[src/rtl/ws2811_serializer.sv]
// rtl/ws2811_serializer.sv - WS2811 NRZ pixel serializer that walks ledcontroller's ledindex
//
// Sweeps ledindex across the strip one LED ahead of the LED on the wire. It samples
// the colour ledcontroller returns for that index and sends it as 24 pulse-width
// coded bits, MSB first. The LEDs of a frame follow each other with no gap, and a
// RESET_CYCLES low latch gap separates frames.
//
// Optional macro WS2811_GRB_ORDER_EN: when defined, each load takes {green,red,blue},
// so green bit 7 goes out first. Timing and ports are unchanged.
//
// Ports:
//   clk          system clock
//   reset        asynchronous, active-high reset
//   red/green/blue  colour for the current ledindex (sampled only at load points)
//   ledindex     LED index presented to ledcontroller
//   dout         registered WS2811 serial data
//   busy         high while priming or shifting, low during the latch gap
//   frame_start  one-cycle pulse on the first shift cycle of LED 0
module ws2811_serializer #(
    parameter int NUM_LEDS      = 64,
    parameter int BIT_CYCLES    = 15,
    parameter int T0H_CYCLES    = 4,
    parameter int T1H_CYCLES    = 8,
    parameter int RESET_CYCLES  = 720,
    parameter int SETTLE_CYCLES = 16
) (
    input  logic       clk,
    input  logic       reset,
    input  logic [7:0] red,
    input  logic [7:0] green,
    input  logic [7:0] blue,
    output logic [7:0] ledindex,
    output logic       dout,
    output logic       busy,
    output logic       frame_start
);

    localparam int BCW = (BIT_CYCLES > 1) ? $clog2(BIT_CYCLES) : 1;

    localparam logic [BCW-1:0] BIT_LAST   = BCW'(BIT_CYCLES - 1);
    localparam logic [BCW-1:0] T0H_V      = BCW'(T0H_CYCLES);
    localparam logic [BCW-1:0] T1H_V      = BCW'(T1H_CYCLES);
    localparam logic [15:0]    GAP_LAST   = 16'(RESET_CYCLES - 1);
    localparam logic [15:0]    PRIME_LAST = 16'(SETTLE_CYCLES - 1);
    localparam logic [7:0]     LED_LAST   = 8'(NUM_LEDS - 1);
    localparam logic [8:0]     NUM_LEDS_W = 9'(NUM_LEDS);
    // With a single LED the prefetch index never leaves 0.
    localparam logic [7:0]     FIRST_IDX  = (NUM_LEDS == 1) ? 8'd0 : 8'd1;

    typedef enum logic [1:0] {
        ST_GAP,
        ST_PRIME,
        ST_SHIFT
    } state_t;

    state_t         state_q, state_d;
    logic [15:0]    cnt_q, cnt_d;
    logic [BCW-1:0] bit_cyc_q, bit_cyc_d;
    logic [4:0]     bit_cnt_q, bit_cnt_d;
    logic [7:0]     led_cnt_q, led_cnt_d;
    logic [23:0]    shreg_q, shreg_d;
    logic [7:0]     ledindex_q, ledindex_d;
    logic           dout_q, dout_d;
    logic           frame_start_q, frame_start_d;

    logic [23:0]    load_word;
    logic [8:0]     led_next2;

`ifdef WS2811_GRB_ORDER_EN
    assign load_word = {green, red, blue};
`else
    assign load_word = {red, green, blue};
`endif

    // Index of the LED after the one about to be loaded; compared wide so that
    // NUM_LEDS=256 wraps cleanly to 0.
    assign led_next2 = {1'b0, led_cnt_q} + 9'd2;

    always_ff @(posedge clk or posedge reset) begin
        if (reset) begin
            state_q       <= ST_GAP;
            cnt_q         <= '0;
            bit_cyc_q     <= '0;
            bit_cnt_q     <= '0;
            led_cnt_q     <= '0;
            shreg_q       <= '0;
            ledindex_q    <= '0;
            dout_q        <= 1'b0;
            frame_start_q <= 1'b0;
        end else begin
            state_q       <= state_d;
            cnt_q         <= cnt_d;
            bit_cyc_q     <= bit_cyc_d;
            bit_cnt_q     <= bit_cnt_d;
            led_cnt_q     <= led_cnt_d;
            shreg_q       <= shreg_d;
            ledindex_q    <= ledindex_d;
            dout_q        <= dout_d;
            frame_start_q <= frame_start_d;
        end
    end

    always_comb begin
        state_d       = state_q;
        cnt_d         = cnt_q;
        bit_cyc_d     = bit_cyc_q;
        bit_cnt_d     = bit_cnt_q;
        led_cnt_d     = led_cnt_q;
        shreg_d       = shreg_q;
        ledindex_d    = ledindex_q;
        dout_d        = 1'b0;
        frame_start_d = 1'b0;

        unique case (state_q)
            ST_GAP: begin
                ledindex_d = 8'd0;
                if (cnt_q == GAP_LAST) begin
                    cnt_d   = 16'd0;
                    state_d = ST_PRIME;
                end else begin
                    cnt_d = cnt_q + 16'd1;
                end
            end

            ST_PRIME: begin
                // ledindex has been 0 for the whole settle window, so the colour
                // inputs now hold LED 0.
                if (cnt_q == PRIME_LAST) begin
                    cnt_d         = 16'd0;
                    shreg_d       = load_word;
                    led_cnt_d     = 8'd0;
                    bit_cyc_d     = '0;
                    bit_cnt_d     = 5'd0;
                    ledindex_d    = FIRST_IDX;
                    frame_start_d = 1'b1;
                    state_d       = ST_SHIFT;
                end else begin
                    cnt_d = cnt_q + 16'd1;
                end
            end

            ST_SHIFT: begin
                dout_d = (bit_cyc_q < (shreg_q[23] ? T1H_V : T0H_V));
                if (bit_cyc_q == BIT_LAST) begin
                    bit_cyc_d = '0;
                    shreg_d   = {shreg_q[22:0], 1'b0};
                    bit_cnt_d = (bit_cnt_q == 5'd23) ? 5'd0 : bit_cnt_q + 5'd1;
                    if (bit_cnt_q == 5'd23) begin
                        if (led_cnt_q < LED_LAST) begin
                            // Colour for led_cnt+1 has settled for a whole LED time.
                            shreg_d    = load_word;
                            led_cnt_d  = led_cnt_q + 8'd1;
                            ledindex_d = (led_next2 == NUM_LEDS_W) ? 8'd0 : led_next2[7:0];
                        end else begin
                            led_cnt_d  = 8'd0;
                            ledindex_d = 8'd0;
                            state_d    = ST_GAP;
                        end
                    end
                end else begin
                    bit_cyc_d = bit_cyc_q + BCW'(1);
                end
            end

            default: begin
                state_d = ST_GAP;
            end
        endcase
    end

    assign ledindex    = ledindex_q;
    assign dout        = dout_q;
    assign busy        = (state_q != ST_GAP);
    assign frame_start = frame_start_q;

endmodule

[config.mk]
export PLATFORM = sky130hd
export DESIGN_NAME = ws2811_serializer
export DESIGN_NICKNAME = d
export VERILOG_FILES = /design/src/rtl/ws2811_serializer.sv
export SDC_FILE = /design/constraint.sdc
export NUM_CORES = 1
export LEC_CHECK = 0
export ABC_AREA = 1
export CORE_ASPECT_RATIO = 0.5
export CORE_MARGIN = 5
export CORE_UTILIZATION = 35
export DETAILED_ROUTE_END_ITERATION = 10
export GPL_TIMING_DRIVEN = 1
export PLACE_DENSITY = 0.52
export SETUP_SLACK_MARGIN = 0.02
export SYNTH_ARGS = -nofsm -noshare
export SYNTH_HDL_FRONTEND = slang
export SYNTH_SLANG_ARGS = --single-unit
[constraint.sdc]
create_clock -name clk -period 3.57 [get_ports clk]
set_input_delay 0.714 -clock clk [delete_from_list [all_inputs] [get_ports clk]]
set_output_delay 0.714 -clock clk [all_outputs]
set_load 0.05 [all_outputs]
======== Word level (Yosys, flattened, before mapping) ========
Cells that the tools add are included.
word-level totals
  bits in registers ....................... 69
  bits of input ports ..................... 26
operators by class
  $add $sub $neg .......................... 5
  order comparisons ....................... 2
  equal/unequal tests ..................... 12
  muxes and demuxes ....................... 36
  reductions and logical operators ........ 10
operators by type and width
  cell                   count
  $mux 24                4
  $mux 8                 9
  $pmux 24 s2            1
  $mux 16                2
  $pmux 16 s2            1
  $pmux 8 s3             1
  $add 16x1->16 const B  1
  $eq 16x10->1 const B   1
  $eq 16x4->1 const B    1
  $pmux 8 s2             1
  $mux 5                 3
  $mux 4                 3
  $mux 2                 5
  $ne 2x2->1 const B     5
  $pmux 5 s2             1
  $add 8x2->9 const B    1
  $eq 9x7->1 const B     1
  $add 8x1->8 const B    1
  $lt 8x6->1 const B     1
  $pmux 4 s2             1
  $reduce_and 4->1       2
  $pmux 2 s3             1
  $reduce_bool 2->1      3
  $add 5x1->5 const B    1
  other kinds (12)       14

======== Depth between registers and ports, before layout ========
Gate-level depths: netlist (run 1).
  depth after elaboration ................. 7
  gate-level depth with buffers ........... 13
  gate-level depth less buffers ........... 12

======== Worst setup path after synthesis (run 1) ========
OpenSTA, ideal clock, no wires.
  kind .................................... register to register
  start point ............................. register state_q[1]
  end point ............................... register cnt_q[14]
  data arrival time ....................... 1616 ps
  required time ........................... 3448 ps
  path slack .............................. 1832 ps
  stages on the path, launching flop included .. 11
  path buffers ............................ 0
  cells stage by stage .................... dfrtp_1 > inv_1 > ha_1 > nor2_2 > nor2_2 > nand2_1 > nor2_1 > nand2_1 > nor2_1 > nand2_1 > xor2_1
on the way
  word-level cells in the longest chain between the ends .. 2
  elaborated cells between the ends (all ways) .. 4
  those cells by class .................... 1 x eq/ne; 1 x mux; 2 x reduce/logical
RTL lines
  element                                                  RTL line  text
  start: declaration                                       56        state_t state_q, state_d;
  start signal: assignment                                 91        state_q <= state_d;
  $eq 2x1->1 / $logic_not 2->1 (equally long branches)     114       unique case (state_q)
  $pmux 16 s2 / $reduce_bool 2->1 (equally long branches)  n/a
  end signal: assignment                                   92        cnt_q <= cnt_d;
  end: declaration                                         57        logic [15:0] cnt_q, cnt_d;
Several ways; a longest one is shown, not always the timed one.
A chain may end at the register's enable or synchronous reset.

======== Worst setup path in the final report (run 1) ========
  start point ............................. register state_q[0]
  end point ............................... output port busy
on the way
  word-level cells in the longest chain between the ends .. 1
RTL lines
  element            RTL line  text
  $reduce_bool 2->1  173       assign busy = (state_q != ST_GAP);
  end: declaration   34        output logic busy,
Every way passes these cells.

==> summary.md, run 1 <==
| Metric | Value |
|---|---|
| Status | `finished, final reports clean` |
| CTS tree | `yes` |
| CTS Hold Bufs | `0` |
| Register area share after synthesis | `43.5%` |
| Max Clk Rate | `0.378 GHz` |
| Cell count after synthesis | `~540` |
| Skew final | `7.01 ps` |
| Residual DRC | `0` |
| GRT Util Overall | `12.6%` |
| CTS Sinks | `slightly below 70` |
| Die span in y | `between 80 and 90 µm` |
| Share of cells above drive strength 1 | `5.47%` |
| Setup bufs post-CTS | `0` |
| P_sw | `between 0.3 and 0.4 mW` |
| Via count | `3172` |
| Clock share of power | `between 50 and 60%` |
| Power Density | `about 370 nW/µm²` |
| Final GP Congestion | `0.805` |
| WL per Instance | `about 11 µm` |
| Grt ovf | `0` |
| CTS resizes | `0` |
| Crit path time final | `2640 ps` |
| CP Launch Type | `register` |
| FF+latch count, synth | `69` |
| Yosys warnings | `0` |
| Final setup violation count | `0` |
| Fin Setup TNS | `0 ps` |
| ANT cells | `0` |
| Initial Util | `35.9%` |
| Ranking of synthesized cells by area | `dfrtp_1 (43%), nand2_1 (16%), inv_1 (9.3%)` |
| Worst setup EP type | `primary output` |
| Worst Tran Pin Value | `720 ps` |
| Peak supply drop | `roughly 0.17 mV` |
| Clk_lat worst skew | `around 330 ps` |
| Inserted Clock Buffers | `9` |
| Routed Antenna Nets | `0` |
| Share of synthesized flip-flops with an asynchronous set or reset | `100%` |
| Die Area | `roughly 14000 µm²` |
| Multi-input gate area | `1780 µm²` |
| Clock root buffer | `clkbuf_16` |
| Pleak | `2.49 nW` |
| First-pass GRT wire length | `approximately 14000 µm` |
| I/O Buffers | `36` |
| Num rows | `27` |
| Internal power | `between 1 and 1.5 mW` |
| Max cap viols | `0` |
| CTS clock-pin slew for the worst setup and hold paths | `approximately 50 ps` |
| CP max FO | `4` |
| Syn_area_per_cell | `7.30 µm²` |
| Initial antenna violation count | `0` |
| Top_reg_cell synth | `dfrtp_1` |
| Worst EP required | `about 2900 ps` |
| Fin. Hold Viols | `0` |
| Syn_nets | `approximately 580` |
| Leading area contributor after synthesis | `dfrtp_1` |
| Final nets | `about 620` |
| Crit path DAT | `between 1500 and 2000 ps` |
| Detail Placement HPWL | `approximately 5500 µm` |
| Vias in the first global route | `around 3100` |
| Max clock buf depth | `2` |
| Flop pwr share | `between 40% and 50%` |
| Length of the first detailed-routing pass in iterations | `4` |
| Crit Path Category | `reg -> out` |
| Top-count cell post-synth | `nand2_1` |
| Sequential cell area | `1730 µm²` |
| Final WS setup | `about 900 ps` |
| H-tree levels | `3` |
| Top-area cell type share of the netlist area | `43.5%` |
| Slew Viols, Final | `0` |
| Worst slew margin | `between 50% and 60%` |
| Comb pwr share | `3.2%` |
| Largest net degree at the start of global routing | `37` |
| HP Class | `reg -> reg` |
| Ports | `37` |
| Synthesis-to-layout area growth | `19.9%` |
| Post-Syn Area | `a little under 4000 µm²` |
| Fillers | `approximately 1100` |
| Period utilisation layout | `~74%` |
| Total core area | `approximately 11000 µm²` |
| Post-synth top cells | `nand2_1 (174), inv_1 (98), dfrtp_1 (69)` |
| Sw Ratio | `between 10% and 20%` |
| DR iter-0 viols | `180` |
| Post-synth EDFFs | `0` |
| Routed vias/inst | `between 4 and 5` |
| Unrepaired setup endpoints after global routing | `no` |
| Post-Route WL | `7960 µm` |
| Synth cell types | `32` |
| Pre-CTS setup slack | `1280 ps` |
| Die Wd | `between 150 and 200 µm` |
[power by group through the flow]
stage	Sequential (mW)	Clock, mW	Combinational (mW)
floorplan	0.796	0	0.0218
global placement	0.796	0	0.0588
detailed placement	0.796	0	0.0584
CTS	0.782	0.957	0.0591
global route	0.782	1.00	0.0651
finish	0.783	0.928	0.0564
[path summary, 6_finish.rpt]
kind | startpoint | to | slack, ps | cells after the start
max | state_q[0] | busy | 930 | 4
min | ledindex[7] | ledindex[7] | 470 | 2
max reg2reg | state_q[0] | ledindex[6] | 1340 | 9
min in group asynchronous | reset | shreg_q[15] | 820 | 2
min reg2reg | ledindex[7] | ledindex[7] | 470 | 2
max in group asynchronous | reset | cnt_q[13] | 2120 | 3
[area by class of cell]
cell class                 instances  share of cell area, %
clock buffer                      11                   4.89
clock inverter                     5                   1.58
tap                              145                   3.81
timing repair buffer              38                   8.15
multi-input combinational        362                   37.4
sequential                        69                   36.3
inverter                         100                   7.88
[cells in the final DEF (no fill, tap or decap)]
master,synthesis,routed
dfrtp_1,69,69
clkbuf_1,1,2
nand2_1,174,174
o21ai_0,13,13
inv_1,98,97
nor2_4,1,1
bufinv_16,0,2
clkbuf_16,0,9
nor2_2,4,4
nor3_1,4,4
ha_1,12,12
nand2_4,2,2
nor2_1,41,41
xor2_1,11,11
a21oi_1,13,13
a211oi_1,1,1
nand3_1,56,56
clkdlybuf4s50_1,0,36
nor2_8,1,1
buf_12,0,1
buf_4,4,1
nand3_2,1,1
mux2i_1,1,1
a21oi_4,1,1
clkinv_2,0,3
nor3b_1,2,2
xnor2_1,4,4
nor3_4,1,1
nand2_2,2,2
nand3b_1,1,1
inv_2,2,3
nor4_1,2,2
nand4_1,4,4
o21ai_1,9,9
a31oi_1,1,1
[state kept, by name, indices dropped and copies added (netlist names)]
name,count
dout,1
bit_cyc_q,4
cnt_q,16
frame_start,1
bit_cnt_q,5
led_cnt_q,8
shreg_q,24
state_q,2
ledindex,8
[layer usage]
metal | vias up | routed length [µm] | track usage, %
met2 | 40 | 3370 | 20.0
li1 | 1732 | - | -
met5 | - | 0 | 0
met1 | 1389 | 4110 | 16.0
met3 | 11 | 337 | 4.66
met4 | 0 | 140 | 4.37
[stage by stage]
step | power [mW] | hold slack, ps | utilization (%) | std cells | cell area, µm²
after floorplan | 0.818 | 446 | - | 544 | 3970
after global placement | 0.855 | 462 | 40.3 | 714 | 4450
after detailed placement | 0.855 | 457 | 40.3 | 714 | 4450
after CTS | 1.80 | 477 | 43.1 | 730 | 4760
after global routing | 1.85 | 496 | 43.1 | 730 | 4760
final | 1.77 | 475 | 43.1 | 730 | 4760
[critical path, cell delays in order (launching register included)]
cell             delay (ps)
dfrtp_1                 380
inv_1                    80
ha_1                    260
inv_1                    80
clkdlybuf4s50_1         790
[logic make-up (layout without fill, tap and decap cells)]
group,after synthesis,in the layout,synth area share [%]
muxes,1,1,0.252
DFF,69,69,43.5
adders and majority gates,12,12,3.78
and+or+nand+nor,296,296,32.4
xor gates and xnor gates,15,15,3.31
buffers and inverters,113,154,11.6
AOI/OAI and AO/OA,38,38,5.17
(Power assumes the default switching activity.)
==> inputs of run 2 (changes only) <==
--- a/config.mk
+++ b/config.mk
@@ -11,7 +11,7 @@
 export CORE_UTILIZATION = 35
 export DETAILED_ROUTE_END_ITERATION = 10
 export GPL_TIMING_DRIVEN = 1
-export PLACE_DENSITY = 0.52
+export PLACE_DENSITY = 0.54
 export SETUP_SLACK_MARGIN = 0.02
 export SYNTH_ARGS = -nofsm -noshare
 export SYNTH_HDL_FRONTEND = slang
==> constraint.sdc (replaced) <==
create_clock -name clk -period 2.2 [get_ports clk]
set_input_delay 0.44 -clock clk [delete_from_list [all_inputs] [get_ports clk]]
set_output_delay 0.44 -clock clk [all_outputs]
set_load 0.05 [all_outputs]
==> summary.md, run 2 (synthesis gave the netlist of run 1 again) <==
| Metric | Value |
|---|---|
| Most frequent cells in the layout | `nand2_1 (174), inv_1 (97), dfrtp_1 (69)` |
| Max clock buf depth | `2 (unchanged)` |
| Worst EP required | `1760 ps (-1100 ps)` |
| Worst setup EP type | `primary output` |
| CTS resizes | `0 (unchanged)` |
| GRT busiest layer | `met2` |
| Crit Path Category | `reg -> out` |
| Crit-path leading delay family | `buffers and inverters` |
| Detail Placement HPWL | `5650 µm (+2.8%)` |
| Design Area, Final | `4830 µm² (+1.5%)` |
| Die Area | `13700 µm² (unchanged)` |
| Met2 Use GR | `20.6% (+0.57 points)` |
| Placed cell area | `4520 µm² (+1.6%)` |
| Residual DRC | `0 (unchanged)` |
| Synthesis-to-layout area growth | `21.7%` |
| Max cap viols | `0 (unchanged)` |
| Largest stage delay, worst path | `810 ps (+20 ps)` |
| Post-Route WL | `8170 µm (+2.5%)` |
| H-tree levels | `3 (unchanged)` |
| CP max FO | `2 (-2)` |
| Num rows | `27 (unchanged)` |
| Skew final | `10.7 ps (+3.68 ps)` |
| CP endpoint | `ledindex[7]` |
| Worst Path Buf+Inv | `1 (-2)` |
| Placed insts | `722 (+1.1%)` |
| Period utilisation layout | `around nine tenths` |
| Post-Layout Cell Count | `738 (+1.1%)` |
| Commonest non-fill, non-tap cell in the layout | `nand2_1` |
| Initial Util | `35.9% (unchanged)` |
| Setup bufs post-CTS | `0 (unchanged)` |
| Cells along the critical path | `clkdlybuf4s50_1` |
| CTS clock-pin slew for the worst setup and hold paths | `60 ps (about the same)` |
| Vias in the first global route | `3100 (-1.1%)` |
| Ports | `37 (unchanged)` |
| Clk_lat worst skew | `330 ps (about the same)` |
| Worst R2R Path Depth | `9 (unchanged)` |
| Final GP Congestion | `0.817 (+1.6%)` |
| Critical Path Start | `ledindex[7]` |
| Power Density | `588 nW/µm² (+58%)` |
| CP Launch Type | `register` |
| Crit path time final | `between 1500 and 2000 ps` |
| R2R Path Start | `led_cnt_q[1]` |
| Via count | `3233 (+1.9%)` |
| Crit path DAT | `1500 ps (-430 ps)` |
| Biggest regs | `shreg_q: 24 flops, cnt_q: 16 flops` |
| Final nets | `626 (+1.3%)` |
| Length of the first detailed-routing pass in iterations | `4 (unchanged)` |
| Fin. Hold Viols | `0 (unchanged)` |
| Met1 Use GR | `16.3% (+0.30 points)` |
| Initial antenna violation count | `0 (unchanged)` |
| Total core area | `11000 µm² (unchanged)` |
| Inserted Clock Buffers | `9 (unchanged)` |
| Worst Tran Pin Value | `524 ps (-196 ps)` |
| WL per Instance | `11.1 µm (+1.4%)` |
| Fin Setup TNS | `0 ps (unchanged)` |
| Slew Viols, Final | `0 (unchanged)` |
| Routed vias/inst | `4.38 (+0.82%)` |
| Grt ovf | `0 (unchanged)` |
| Die Wd | `161 µm (unchanged)` |
| Routed Antenna Nets | `0 (unchanged)` |
| I/O Buffers | `36 (unchanged)` |
| Max Clk Rate | `0.516 GHz` |
| Status | `finished, final reports clean` |
| Share of cells above drive strength 1 | `7.25% (+1.8 points)` |
| Final setup violation count | `0 (unchanged)` |
| Met3 usage in global routing | `4.17% (-0.49 points)` |
| CTS Hold Bufs | `0 (unchanged)` |
| GRT Util Overall | `12.7% (+0.072 points)` |
| Unrepaired setup endpoints after global routing | `no` |
| Clock root buffer | `clkbuf_16` |
| Largest net degree at the start of global routing | `70 (+89%)` |
| Number of flip-flops in the largest register | `24 (unchanged)` |
| CTS Sinks | `69 (unchanged)` |
| Worst hold slack | `477 ps (+1.84 ps)` |
| Crit path depth | `1 (-3)` |
| HP Class | `reg -> reg` |
| CTS tree | `yes` |
| Slowest CP cell | `clkdlybuf4s50_1` |
| Worst slew margin | `64.9% (+13 points)` |
| DR iter-0 viols | `145 (-19%)` |
| R2R Path End | `shreg_q[15]` |
| ANT cells | `0 (unchanged)` |
| R2r setup slk | `300 ps (-1040 ps)` |
| Peak supply drop | `0.327 mV (+91%)` |
| Die span in y | `85.3 µm (unchanged)` |
| Biggest register | `shreg_q` |
| Pleak | `2.53 nW (+1.5%)` |
| First-pass GRT wire length | `14300 µm (-0.24%)` |
-- run 2: changes by cell type in the layout (fill, tap and decap cells not counted) --
cell,before,now
inv_6,0,1
clkbuf_1,2,0
clkinvlp_4,0,3
clkdlybuf4s50_1,36,35
clkinv_4,0,1
clkinv_2,3,0
buf_12,1,2
buf_4,1,9
bufinv_16,2,1
clkbuf_8,0,1
-- run 2: where the power goes --
group | internal, mW | switching [mW] | total, mW
clock network | 0.914 | 0.566 | 1.48
registers | 1.27 | 0 | 1.27
logic | 0.0501 | 0.0429 | 0.0930
-- run 2: layout make-up --
class / instances / area (µm²)
clock buffers: 10 / 239
clock inverters: 6 / 70.1
inverters: 100 / 375
flip-flops and latches: 69 / 1730
fillers: 1115 / 6210
well taps: 145 / 181
multi-input cells: 362 / 1780
repair buffers: 46 / 458
-- run 2: routing by layer --
metal  wire, µm  vias up
met3        277        6
li1           -     1751
met4         66        0
met1       4210     1442
met5          0        -
met2       3610       34
-- run 2: worst min-delay path by stage --
stage / start / end / slack (ps) / cells after the start
floorplan: cnt_q[15] / cnt_q[15] / 450 / 1
global placement: ledindex[7] / ledindex[7] / 450 / 2
detailed placement: cnt_q[15] / cnt_q[15] / 460 / 1
CTS: cnt_q[15] / cnt_q[15] / 480 / 1
global route: cnt_q[15] / cnt_q[15] / 490 / 1
finish: ledindex[0] / ledindex[0] / 480 / 2
-- run 2: per-stage QoR --
step,total power [mW],util [%],setup slack [ps]
finish,2.84,43.7,263
global route,2.97,43.7,90.5
CTS,2.90,43.7,236
detailed placement,1.39,40.9,316
global placement,1.39,40.9,356
floorplan,1.33,-,20.1
